File: src/rtl/feeder_pkg.sv
// Shared widths and sequencer state encoding for the node_feeder slice.
package feeder_pkg;

    localparam int CHUNK_W    = 128;
    localparam int PIX_W      = 8;
    localparam int NODE_IDX_W = 4;

    typedef enum logic [2:0] {
        IDLE,
        CLR,
        STREAM,
        WAIT,
        CAPTURE,
        DONE
    } feeder_state_t;

endpackage

File: src/rtl/feeder_addr_gen.sv
// Chunk counter, node index and weight base for node_feeder; the weight
// address is built by accumulating N_CHUNKS per node instead of multiplying.
module feeder_addr_gen
    import feeder_pkg::*;
#(
    parameter int N_CHUNKS = 49,
    parameter int IMG_AW   = 6,
    parameter int W_AW     = 9
) (
    input  logic                  clk,
    input  logic                  rst,
    input  logic                  i_chunk_step,
    input  logic                  i_node_step,
    input  logic                  i_pass_clr,
    output logic [NODE_IDX_W-1:0] o_node_idx,
    output logic                  o_first_chunk,
    output logic                  o_last_chunk,
    output logic [IMG_AW-1:0]     o_img_addr,
    output logic [W_AW-1:0]       o_w_addr
);

    logic [IMG_AW-1:0]     r_chunk;
    logic [NODE_IDX_W-1:0] r_node_idx;
    logic [W_AW-1:0]       r_w_base;
    logic [IMG_AW-1:0]     w_offset;

    assign o_first_chunk = (r_chunk == '0);
    assign o_last_chunk  = (r_chunk == IMG_AW'(N_CHUNKS - 1));

    always_ff @(posedge clk or negedge rst) begin
        if (!rst) begin
            r_chunk    <= '0;
            r_node_idx <= '0;
            r_w_base   <= '0;
        end else if (i_pass_clr) begin
            r_chunk    <= '0;
            r_node_idx <= '0;
            r_w_base   <= '0;
        end else begin
            if (i_chunk_step) begin
                r_chunk <= o_last_chunk ? '0 : r_chunk + 1'b1;
            end
            if (i_node_step) begin
                r_node_idx <= r_node_idx + 1'b1;
                r_w_base   <= r_w_base + W_AW'(N_CHUNKS);
            end
        end
    end

    // While streaming, present the next chunk so sync-read data lines up;
    // on the last chunk the address holds so it never leaves the node's range.
    assign w_offset   = (i_chunk_step && !o_last_chunk) ? r_chunk + 1'b1 : r_chunk;
    assign o_img_addr = w_offset;
    assign o_w_addr   = r_w_base + W_AW'(w_offset);
    assign o_node_idx = r_node_idx;

endmodule

File: src/rtl/node_feeder.sv
// Sequences image/weight chunks into node_func for each neuron and captures
// its output. Define NODE_ARGMAX_EN to add the pred_digit/pred_valid argmax.
module node_feeder
    import feeder_pkg::*;
#(
    parameter int N_NODES  = 10,
    parameter int N_CHUNKS = 49,
    parameter int NODE_LAT = 2,
    parameter int IMG_AW   = 6,
    parameter int W_AW     = 9
) (
    input  logic                  clk,
    input  logic                  rst,
    input  logic                  start,
    output logic                  busy,
    output logic                  done,
    output logic [IMG_AW-1:0]     img_addr,
    input  logic [CHUNK_W-1:0]    img_data,
    output logic [W_AW-1:0]       w_addr,
    input  logic [CHUNK_W-1:0]    w_data,
    output logic [NODE_IDX_W-1:0] bias_addr,
    input  logic [PIX_W-1:0]      bias_data,
    output logic [CHUNK_W-1:0]    pixels,
    output logic [CHUNK_W-1:0]    weights,
    output logic [PIX_W-1:0]      b,
    output logic                  node_clr,
    output logic                  mac_valid,
    input  logic [PIX_W-1:0]      node_out,
    output logic [PIX_W-1:0]      result,
    output logic [NODE_IDX_W-1:0] result_idx,
    output logic                  result_valid,
`ifdef NODE_ARGMAX_EN
    output logic [NODE_IDX_W-1:0] pred_digit,
    output logic                  pred_valid,
`endif
    output feeder_state_t         dbg_state
);

    localparam int LAT_W = (NODE_LAT > 1) ? $clog2(NODE_LAT) : 1;

    feeder_state_t         r_state;
    feeder_state_t         w_next;
    logic [LAT_W-1:0]      r_lat_cnt;
    logic [PIX_W-1:0]      r_b;
    logic [PIX_W-1:0]      r_result;
    logic [NODE_IDX_W-1:0] r_result_idx;
    logic                  r_result_valid;
    logic [NODE_IDX_W-1:0] w_node_idx;
    logic                  w_first_chunk;
    logic                  w_last_chunk;
    logic                  w_last_node;
    logic                  w_lat_last;

    assign w_last_node = (w_node_idx == NODE_IDX_W'(N_NODES - 1));
    assign w_lat_last  = (r_lat_cnt == LAT_W'(NODE_LAT - 1));

    feeder_addr_gen #(
        .N_CHUNKS(N_CHUNKS),
        .IMG_AW  (IMG_AW),
        .W_AW    (W_AW)
    ) u_addr_gen (
        .clk          (clk),
        .rst          (rst),
        .i_chunk_step (r_state == STREAM),
        .i_node_step  ((r_state == CAPTURE) && !w_last_node),
        .i_pass_clr   (r_state == DONE),
        .o_node_idx   (w_node_idx),
        .o_first_chunk(w_first_chunk),
        .o_last_chunk (w_last_chunk),
        .o_img_addr   (img_addr),
        .o_w_addr     (w_addr)
    );

    always_ff @(posedge clk or negedge rst) begin
        if (!rst) begin
            r_state <= IDLE;
        end else begin
            r_state <= w_next;
        end
    end

    always_comb begin
        w_next = r_state;
        case (r_state)
            IDLE:    if (start) w_next = CLR;
            CLR:     w_next = STREAM;
            STREAM:  if (w_last_chunk) w_next = WAIT;
            WAIT:    if (w_lat_last) w_next = CAPTURE;
            CAPTURE: w_next = w_last_node ? DONE : CLR;
            DONE:    w_next = IDLE;
            default: w_next = IDLE;
        endcase
    end

    always_comb begin
        busy      = 1'b0;
        done      = 1'b0;
        node_clr  = 1'b0;
        mac_valid = 1'b0;
        case (r_state)
            CLR:     begin busy = 1'b1; node_clr = 1'b1; end
            STREAM:  begin busy = 1'b1; mac_valid = 1'b1; end
            WAIT:    busy = 1'b1;
            CAPTURE: busy = 1'b1;
            DONE:    done = 1'b1;
            default: ;
        endcase
    end

    always_ff @(posedge clk or negedge rst) begin
        if (!rst) begin
            r_lat_cnt      <= '0;
            r_b            <= '0;
            r_result       <= '0;
            r_result_idx   <= '0;
            r_result_valid <= 1'b0;
        end else begin
            r_lat_cnt      <= (r_state == WAIT && !w_lat_last) ? r_lat_cnt + 1'b1 : '0;
            r_result_valid <= (r_state == CAPTURE);
            if (r_state == STREAM && w_first_chunk) begin
                r_b <= bias_data;
            end
            if (r_state == CAPTURE) begin
                r_result     <= node_out;
                r_result_idx <= w_node_idx;
            end
        end
    end

    // Idle-time zeros keep a free-running accumulator from picking up stale data.
    assign pixels       = mac_valid ? img_data : '0;
    assign weights      = mac_valid ? w_data : '0;
    assign b            = r_b;
    assign bias_addr    = w_node_idx;
    assign result       = r_result;
    assign result_idx   = r_result_idx;
    assign result_valid = r_result_valid;
    assign dbg_state    = r_state;

`ifdef NODE_ARGMAX_EN
    logic [PIX_W-1:0]      r_max;
    logic [NODE_IDX_W-1:0] r_pred;

    // Strict greater-than keeps the lowest index on ties; node 0 always seeds.
    always_ff @(posedge clk or negedge rst) begin
        if (!rst) begin
            r_max  <= '0;
            r_pred <= '0;
        end else if (r_state == IDLE && start) begin
            r_max  <= '0;
            r_pred <= '0;
        end else if (r_state == CAPTURE && (w_node_idx == '0 || node_out > r_max)) begin
            r_max  <= node_out;
            r_pred <= w_node_idx;
        end
    end

    assign pred_digit = r_pred;
    assign pred_valid = done;
`endif

endmodule

File: config.mk
export PLATFORM = sky130hd
export DESIGN_NAME = node_feeder
export DESIGN_NICKNAME = d
export VERILOG_FILES = /design/src/rtl/feeder_pkg.sv /design/src/rtl/feeder_addr_gen.sv /design/src/rtl/node_feeder.sv
export SDC_FILE = /design/constraint.sdc
export NUM_CORES = 1
export LEC_CHECK = 0
export BUFFER_PORTS_ARGS = -buffer_cell sky130_fd_sc_hd__buf_2
export CAP_MARGIN = 20
export CORE_AREA = 2 2 225 227
export DETAILED_ROUTE_END_ITERATION = 8
export DIE_AREA = 0 0 227 229
export GPL_TIMING_DRIVEN = 1
export SETUP_SLACK_MARGIN = 0.5
export SYNTH_ARGS = -nofsm -noshare
export SYNTH_HDL_FRONTEND = slang
export SYNTH_HIERARCHICAL = 1
export SYNTH_SLANG_ARGS = --single-unit
File: constraint.sdc
create_clock -name clk -period 3.3 [get_ports clk]
set_input_delay 0.33 -clock clk [delete_from_list [all_inputs] [get_ports clk]]
set_output_delay 0.33 -clock clk [all_outputs]
set_load 0.05 [all_outputs]
==> impl_metrics.yaml, run 1 <==
synthesis:
  synth-seq-area-share_pct: 26.6
  synthArstFlopShare_pct: 100
  synth_seq_cells: 44
  syn-num-nets: 787
  syn_inst: 500
  synth_top_flop_cell: "dfrtp_1"
  synth-edff-count: 0
  ys_types: 50
  avgSynthCellArea_um2: 8.27
  ys_warn_count: 6
  netlist_area_um2: 4140
  synth_top_area_share_pct: 39.0
  synth_top_area_cell: "and2_1"
  synth_commonest_cells: "258 x and2_1, 44 x dfrtp_1, 24 x nor2_1"
  synth.most_common_cell: "and2_1"
  synth_area_leaders: "and2_1 39%, dfrtp_1 27%, mux2_2 3.5%"
global_route:
  antenna_found_initial: 34
  top_usage_layer: "met2"
  grt_max_degree: 259
  track_usage_pct: 11.5
  overflow: 0
  grt_pass1_wl_mm: 41.2
  grtUsageMet2_pct: 16.8
  use_met1_pct: 14.6
  grt_use_met3_pct: 7.27
  grt_pass1_vias: 5100
cells_and_area:
  layout-drive-gt1-share_pct: 62.1
  finalInstanceArea_um2: 8560
  nNetsFinal: 1370
  final-seq-area_um2: 1100
  synthToLayoutAreaGrowth_pct: 107
  fin_util_pct: 17.2
  multiInputGateArea_um2: 3070
  fillCellCount: 5667
cts:
  clkTransAtPathRegs_ps: 70
  cts_tree: "built"
  cts_buffers: 5
  clk-insertion-delay-late_ps: 290
  h-tree-depth: 2
  clkSinkCount: 44
  clockRootBuffer: "clkbuf_16"
  clock_path_buffers: 2
  hold_buffers: 0
timing:
  fmaxAchievable_mhz: 286
  holdWs_ps: 125
  worstMarginPinSlew_ps: 829
  hold_viol: 0
  layout_setup_ws_ps: -202
  drv_slew: 0
  period_share_pct: 106
  skew_ps: 6.90
  rsz0062_at_grt: "true"
  finalSetupViolCount: 5
  period_needed_ps: 3500
  max_slew_margin_pct: 44.7
detailed_routing:
  drc: 0
  vias: 5830
  ant_nets: 0
  dr.pass1.iters: 5
  viasPerCell: 3.31
  wirelength_mm: 33.4
  drt_iter0_markers: 307
  wl_per_cell_um: 19.0
critical_path:
  timing.rr.end: "b[1]"
  crit_fanout: 5
  required_ps: 2970
  crit_type: "flop to primary output"
  worstRegToRegCells: 8
  cp-start-kind: "flop"
  r2r-start: "u_addr_gen/r_chunk[0]"
  crit_path_end_kind: "primary output"
  arrival_ps: 3170
  r2r_slack_ps: 920
placement:
  io_buffers: 577
  gp_routability_congestion: 0.918
  dpl_cell_area_um2: 8100
  dpl.hpwl_mm: 28.3
floorplanning:
  start_util_pct: 8.33
  die-width_um: 227
  fp.dieH_um: 229
  fp-row-count: 82
  design.die.area_um2: 52000
  core_um2: 49700
  ios: 578
run:
  drv_cap: 0
run_status:
  status: "finished with violations"
  failed_checks: "setup timing"
worst_hold_path:
  min_path_type: "primary input to asynchronous set/reset pin"
power:
  power_density_nw_per_um2: 266
  ir_drop_mv: 0.188
  p_leak_nw: 4.41
metrics by stage:
step / setup WS, ps / instances / power, mW / TNS [ps]
floorplan: -253 / 500 / 1.29 / -904
global placement: 19.6 / 1735 / 1.68 / 0
detailed placement: 16.3 / 1735 / 1.68 / 0
CTS: -210 / 1750 / 2.31 / -871
global route: -362 / 1756 / 2.37 / -1640
finish: -202 / 1759 / 2.27 / -624
final cells by class:
type	instances	share of cell area, %
antenna	3	0.0877
multi-input combinational	413	35.9
sequential	44	12.9
clock buffer	6	1.62
timing repair buffer	612	38.9
clock inverter	2	0.453
inverter	7	0.351
tap	672	9.83
how the worst max path moves through the flow:
stage / start / endpoint / slack [ps] / cells past startpoint
global placement: u_addr_gen/r_chunk[0] / w_addr[6] / 20 / 13
global route: u_addr_gen/r_chunk[0] / w_addr[6] / -360 / 13
floorplan: dbg_state[2] / w_addr[8] / -250 / 12
CTS: u_addr_gen/r_chunk[0] / w_addr[6] / -210 / 13
detailed placement: u_addr_gen/r_chunk[0] / w_addr[6] / 20 / 13
finish: u_addr_gen/r_chunk[0] / w_addr[6] / -200 / 13
layout by cell type, fill, tap and decap left out, types with 6 or more instances in the layout:
cell type,Yosys,routed
buf_2,4,569
ha_1,11,6
nor2_1,24,22
xor2_1,7,6
nand2_1,13,11
clkbuf_16,0,6
xnor2_4,0,6
and2_1,258,258
nand4_1,6,6
xnor2_1,14,6
buf_4,5,26
buf_6,2,7
mux2_2,13,13
buf_12,0,6
nor2b_1,6,6
dfrtp_1,44,42
mux2_1,8,8
a21oi_1,8,6
logic make-up (layout without fill, tap and decap cells):
group | count (synthesis) | count (layout) | synth area share (%)
AOI/OAI and AO/OA | 29 | 29 | 5.05
xor gates and xnor gates | 21 | 21 | 4.45
adders and majority gates | 12 | 12 | 3.81
buffers and inverters | 43 | 627 | 5.47
DFF | 44 | 44 | 26.6
muxes | 24 | 24 | 6.44
other | 0 | 3 | 0
and+or+nand+nor | 327 | 327 | 48.2
where the power goes:
part | switching (mW) | internal (mW) | total [mW]
sequential | 0.00221 | 0.544 | 0.546
combinational | 0.818 | 0.302 | 1.12
clock | 0.228 | 0.380 | 0.607
state kept, by name, indices dropped and copies added (netlist names):
name                   cells
u_addr_gen/r_w_base        9
b                          8
result                     8
u_addr_gen/r_chunk         6
result_idx                 4
u_addr_gen/o_node_idx      4
dbg_state                  3
r_lat_cnt                  1
result_valid               1
repair_timing:
action	CTS	global route
pin swaps	9	9
setup endpoints to repair	8	29
cloned	0	1
resized for setup	24	9
hold endpoints to repair	0	0
setup buffers	7	4
routing by layer:
metal  share of wire [%]  vias up  routed length (um)
met5                0.18        -                  60
met4                 1.0       10                 336
met3                  15       44                5120
met2                  41      357               13800
met1                  42     2677               14000
li1                    -     2742                   -
worst max-delay path, cell delays in order (launching register included):
cell and delay, ps:
dfrtp_1 390, inv_2 90, ha_4 130, or3b_4 390, o21ai_4 270, xnor2_4 160, ha_4 170, inv_2 40
fa_2 320, nand3b_1 210, a21boi_2 200, mux2i_1 230, nand2_2 100, buf_8 170
Note: power is estimated with default switching activity, not from simulation.
==> run 2, diff against run 1 <==
ABC_AREA = 1   (was not set)
CORE_AREA = 2 2 223 225   (was 2 2 225 227)
DIE_AREA = 0 0 225 227   (was 0 0 227 229)
clock period = 4.2 ns   (was 3.3 ns; I/O delays follow)
==> run 2 against run 1 <==
- the run now ends clean
- sequential share of layout area up 0.30 points
- clock skew down 0.87 ps
- synthesized cell count rose by 75%
- worst setup slack better by 960 ps
- combinational power down 17%
- critical path type unchanged
==> impl_metrics.yaml, run 2 <==
critical_path:
  crit_type: "flop to primary output"
  r2r-start: "dbg_state[0]"
  critPathBufInv: 4
  worstRegToRegCells: 8
  critPathTopFamily: "adder cells"
  timing.rr.end: "u_addr_gen/r_w_base[4]"
  critPathMaxStageDelay_ps: 420
  crit_chain: "inv_2 -> ha_1 -> nand3_2 -> nand2_8 -> xor2_4 -> ha_1 -> inv_1 -> fa_1 -> inv_1 -> nand3_1 -> nand2_1 -> nand2_1 -> nand2_1 -> nand2_1 -> nand2_2 -> buf_2"
  r2r_slack_ps: 1620
  crit_path_end_kind: "primary output"
  required_ps: 3780
  cp-start-kind: "flop"
  crit_top_cell: "nand2_1"
  arrival_ps: 3020
  crit_path_top_delay_cell: "dfrtp_1"
  crit_fanout: 11
cts:
  cts_buffers: 5
  h-tree-depth: 2
  post_cts_buffers: 0
  clockRootBuffer: "clkbuf_16"
  clock_path_buffers: 2
  cts_tree: "built"
  clk-insertion-delay-late_ps: 300
  clkTransAtPathRegs_ps: 70
  clkSinkCount: 44
timing:
  worstMarginPinSlew_ps: 897
  period_needed_ps: 3440
  skew_ps: 6.03
  setup_tns_ps: 0
  hold_viol: 0
  fmaxAchievable_mhz: 291
  period_share_pct: 81.9
  max_slew_margin_pct: 39.8
  finalSetupViolCount: 0
  rsz0062_at_grt: "false"
  drv_slew: 0
global_route:
  grt_use_met3_pct: 3.94
  grt_pass1_vias: 5718
  antenna_found_initial: 19
  grt_pass1_wl_mm: 39.0
  use_met1_pct: 12.1
  overflow: 0
  grt_max_degree: 178
  top_usage_layer: "met2"
  grtUsageMet2_pct: 18.4
  track_usage_pct: 10.7
detailed_routing:
  drc: 0
  viasPerCell: 3.35
  vias: 6880
  drt_iter0_markers: 496
  wirelength_mm: 30.5
  wl_per_cell_um: 14.8
  ant_nets: 0
  dr.pass1.iters: 5
floorplanning:
  start_util_pct: 9.74
  ios: 578
  design.die.area_um2: 51100
  core_um2: 48500
  fp.dieH_um: 227
  die-width_um: 225
  fp-row-count: 81
synthesis:
  synthArstFlopShare_pct: 100
  ys_warn_count: 6
  syn-num-nets: 1160
  netlist_area_um2: 4730
  synth-edff-count: 0
  avgSynthCellArea_um2: 5.42
  synth_top_area_cell: "dfrtp_1"
  synth_commonest_cells: "292 x inv_1, 281 x nor2_1, 124 x nand2_1"
  synth-seq-area-share_pct: 23.3
  synth_top_area_share_pct: 23.3
  ys_types: 29
  synth.most_common_cell: "inv_1"
  syn_inst: 873
  synth_area_leaders: "dfrtp_1 23%, inv_1 23%, nor2_1 22%"
  synth_seq_cells: 44
  synth_top_flop_cell: "dfrtp_1"
run_status:
  status: "complete, no violations"
placement:
  gp_routability_congestion: 0.867
  dp_cells: 2041
  dpl.hpwl_mm: 26.6
  io_buffers: 577
cells_and_area:
  top_register: "u_addr_gen/r_w_base"
  synthToLayoutAreaGrowth_pct: 76.6
  mostFrequentLayoutCells: "577 x buf_2, 291 x inv_1, 281 x nor2_1, 122 x nand2_1, 43 x dfrtp_1"
  layout-drive-gt1-share_pct: 42.9
  mostFrequentLayoutCell: "buf_2"
  largest_reg_flops: 9
  fin_cells: 2056
  nNetsFinal: 1713
run:
  drv_cap: 0
worst_hold_path:
  min_path_type: "primary input to asynchronous set/reset pin"
power:
  power_density_nw_per_um2: 219
  ir_drop_mv: 0.110
  p_leak_nw: 5.52
  p_total_mw: 1.83
## run 2: final cells by class
class,instances,area [um2]
diodes,7,17.5
clock buffers,5,125
clock inverters,3,46.3
fillers,5608,40200
inverters,296,1110
multi-input cells,499,2250
flip-flops and latches,44,1100
well taps,622,778
repair buffers,580,2920
## run 2: logic make-up (layout without fill, tap and decap cells)
kind of cell | after synthesis | after routing | synth area share (%)
AND/OR/NAND/NOR | 449 | 449 | 37.7
buffers and inverters | 330 | 884 | 30.8
flip-flops | 44 | 44 | 23.3
AO/OA/AOI/OAI | 31 | 31 | 3.44
adder cells (fa/ha/maj) | 12 | 12 | 3.33
XOR/XNOR | 7 | 7 | 1.46
other | 0 | 7 | 0
## run 2: metrics by stage
stage / area, um2 / util, % / hold WS, ps / setup slack [ps]
6_report: 8350 / 17.2 / 215 / 759
5_1_grt: 8350 / 17.2 / 275 / 500
4_1_cts: 8320 / 17.1 / 229 / 525
3_5_place_dp: 8150 / 16.8 / 453 / 890
3_3_place_gp: 8150 / 16.8 / 451 / 901
2_1_floorplan: 4780 / - / 124 / 464
## run 2: how the worst max path moves through the flow
stage,startpoint,endpoint,slack [ps],cells after the start
floorplan,dbg_state[2],w_addr[4],460,13
global placement,dbg_state[2],w_addr[6],900,16
detailed placement,dbg_state[2],w_addr[6],890,16
CTS,dbg_state[2],w_addr[6],520,16
global route,u_addr_gen/r_chunk[0],w_addr[6],500,16
finish,u_addr_gen/r_chunk[0],w_addr[6],760,16
## run 2: repair_timing
item                       in CTS  in global routing
hold buffers                    0                  0
setup endpoints to repair       0                  3
gates resized for setup         0                  5
## run 2: per-layer routing
layer  vias up  wire length, um  share of wire (%)
met3        34             2940                9.7
li1       3494                -                  -
met4        12              443                1.5
met2       305            15300                 50
met1      3035            11700                 38
met5         -               71               0.23
## run 2: power by group
| part | switching (mW) | leakage, nW | total [mW] | internal (mW) |
|---|---|---|---|---|
| combinational | 0.696 | 4.91 | 0.928 | 0.232 |
| sequential | 0.00392 | 0.532 | 0.435 | 0.431 |
| clock | 0.187 | 0.0805 | 0.470 | 0.283 |
| total | 0.887 | 5.52 | 1.83 | 0.946 |
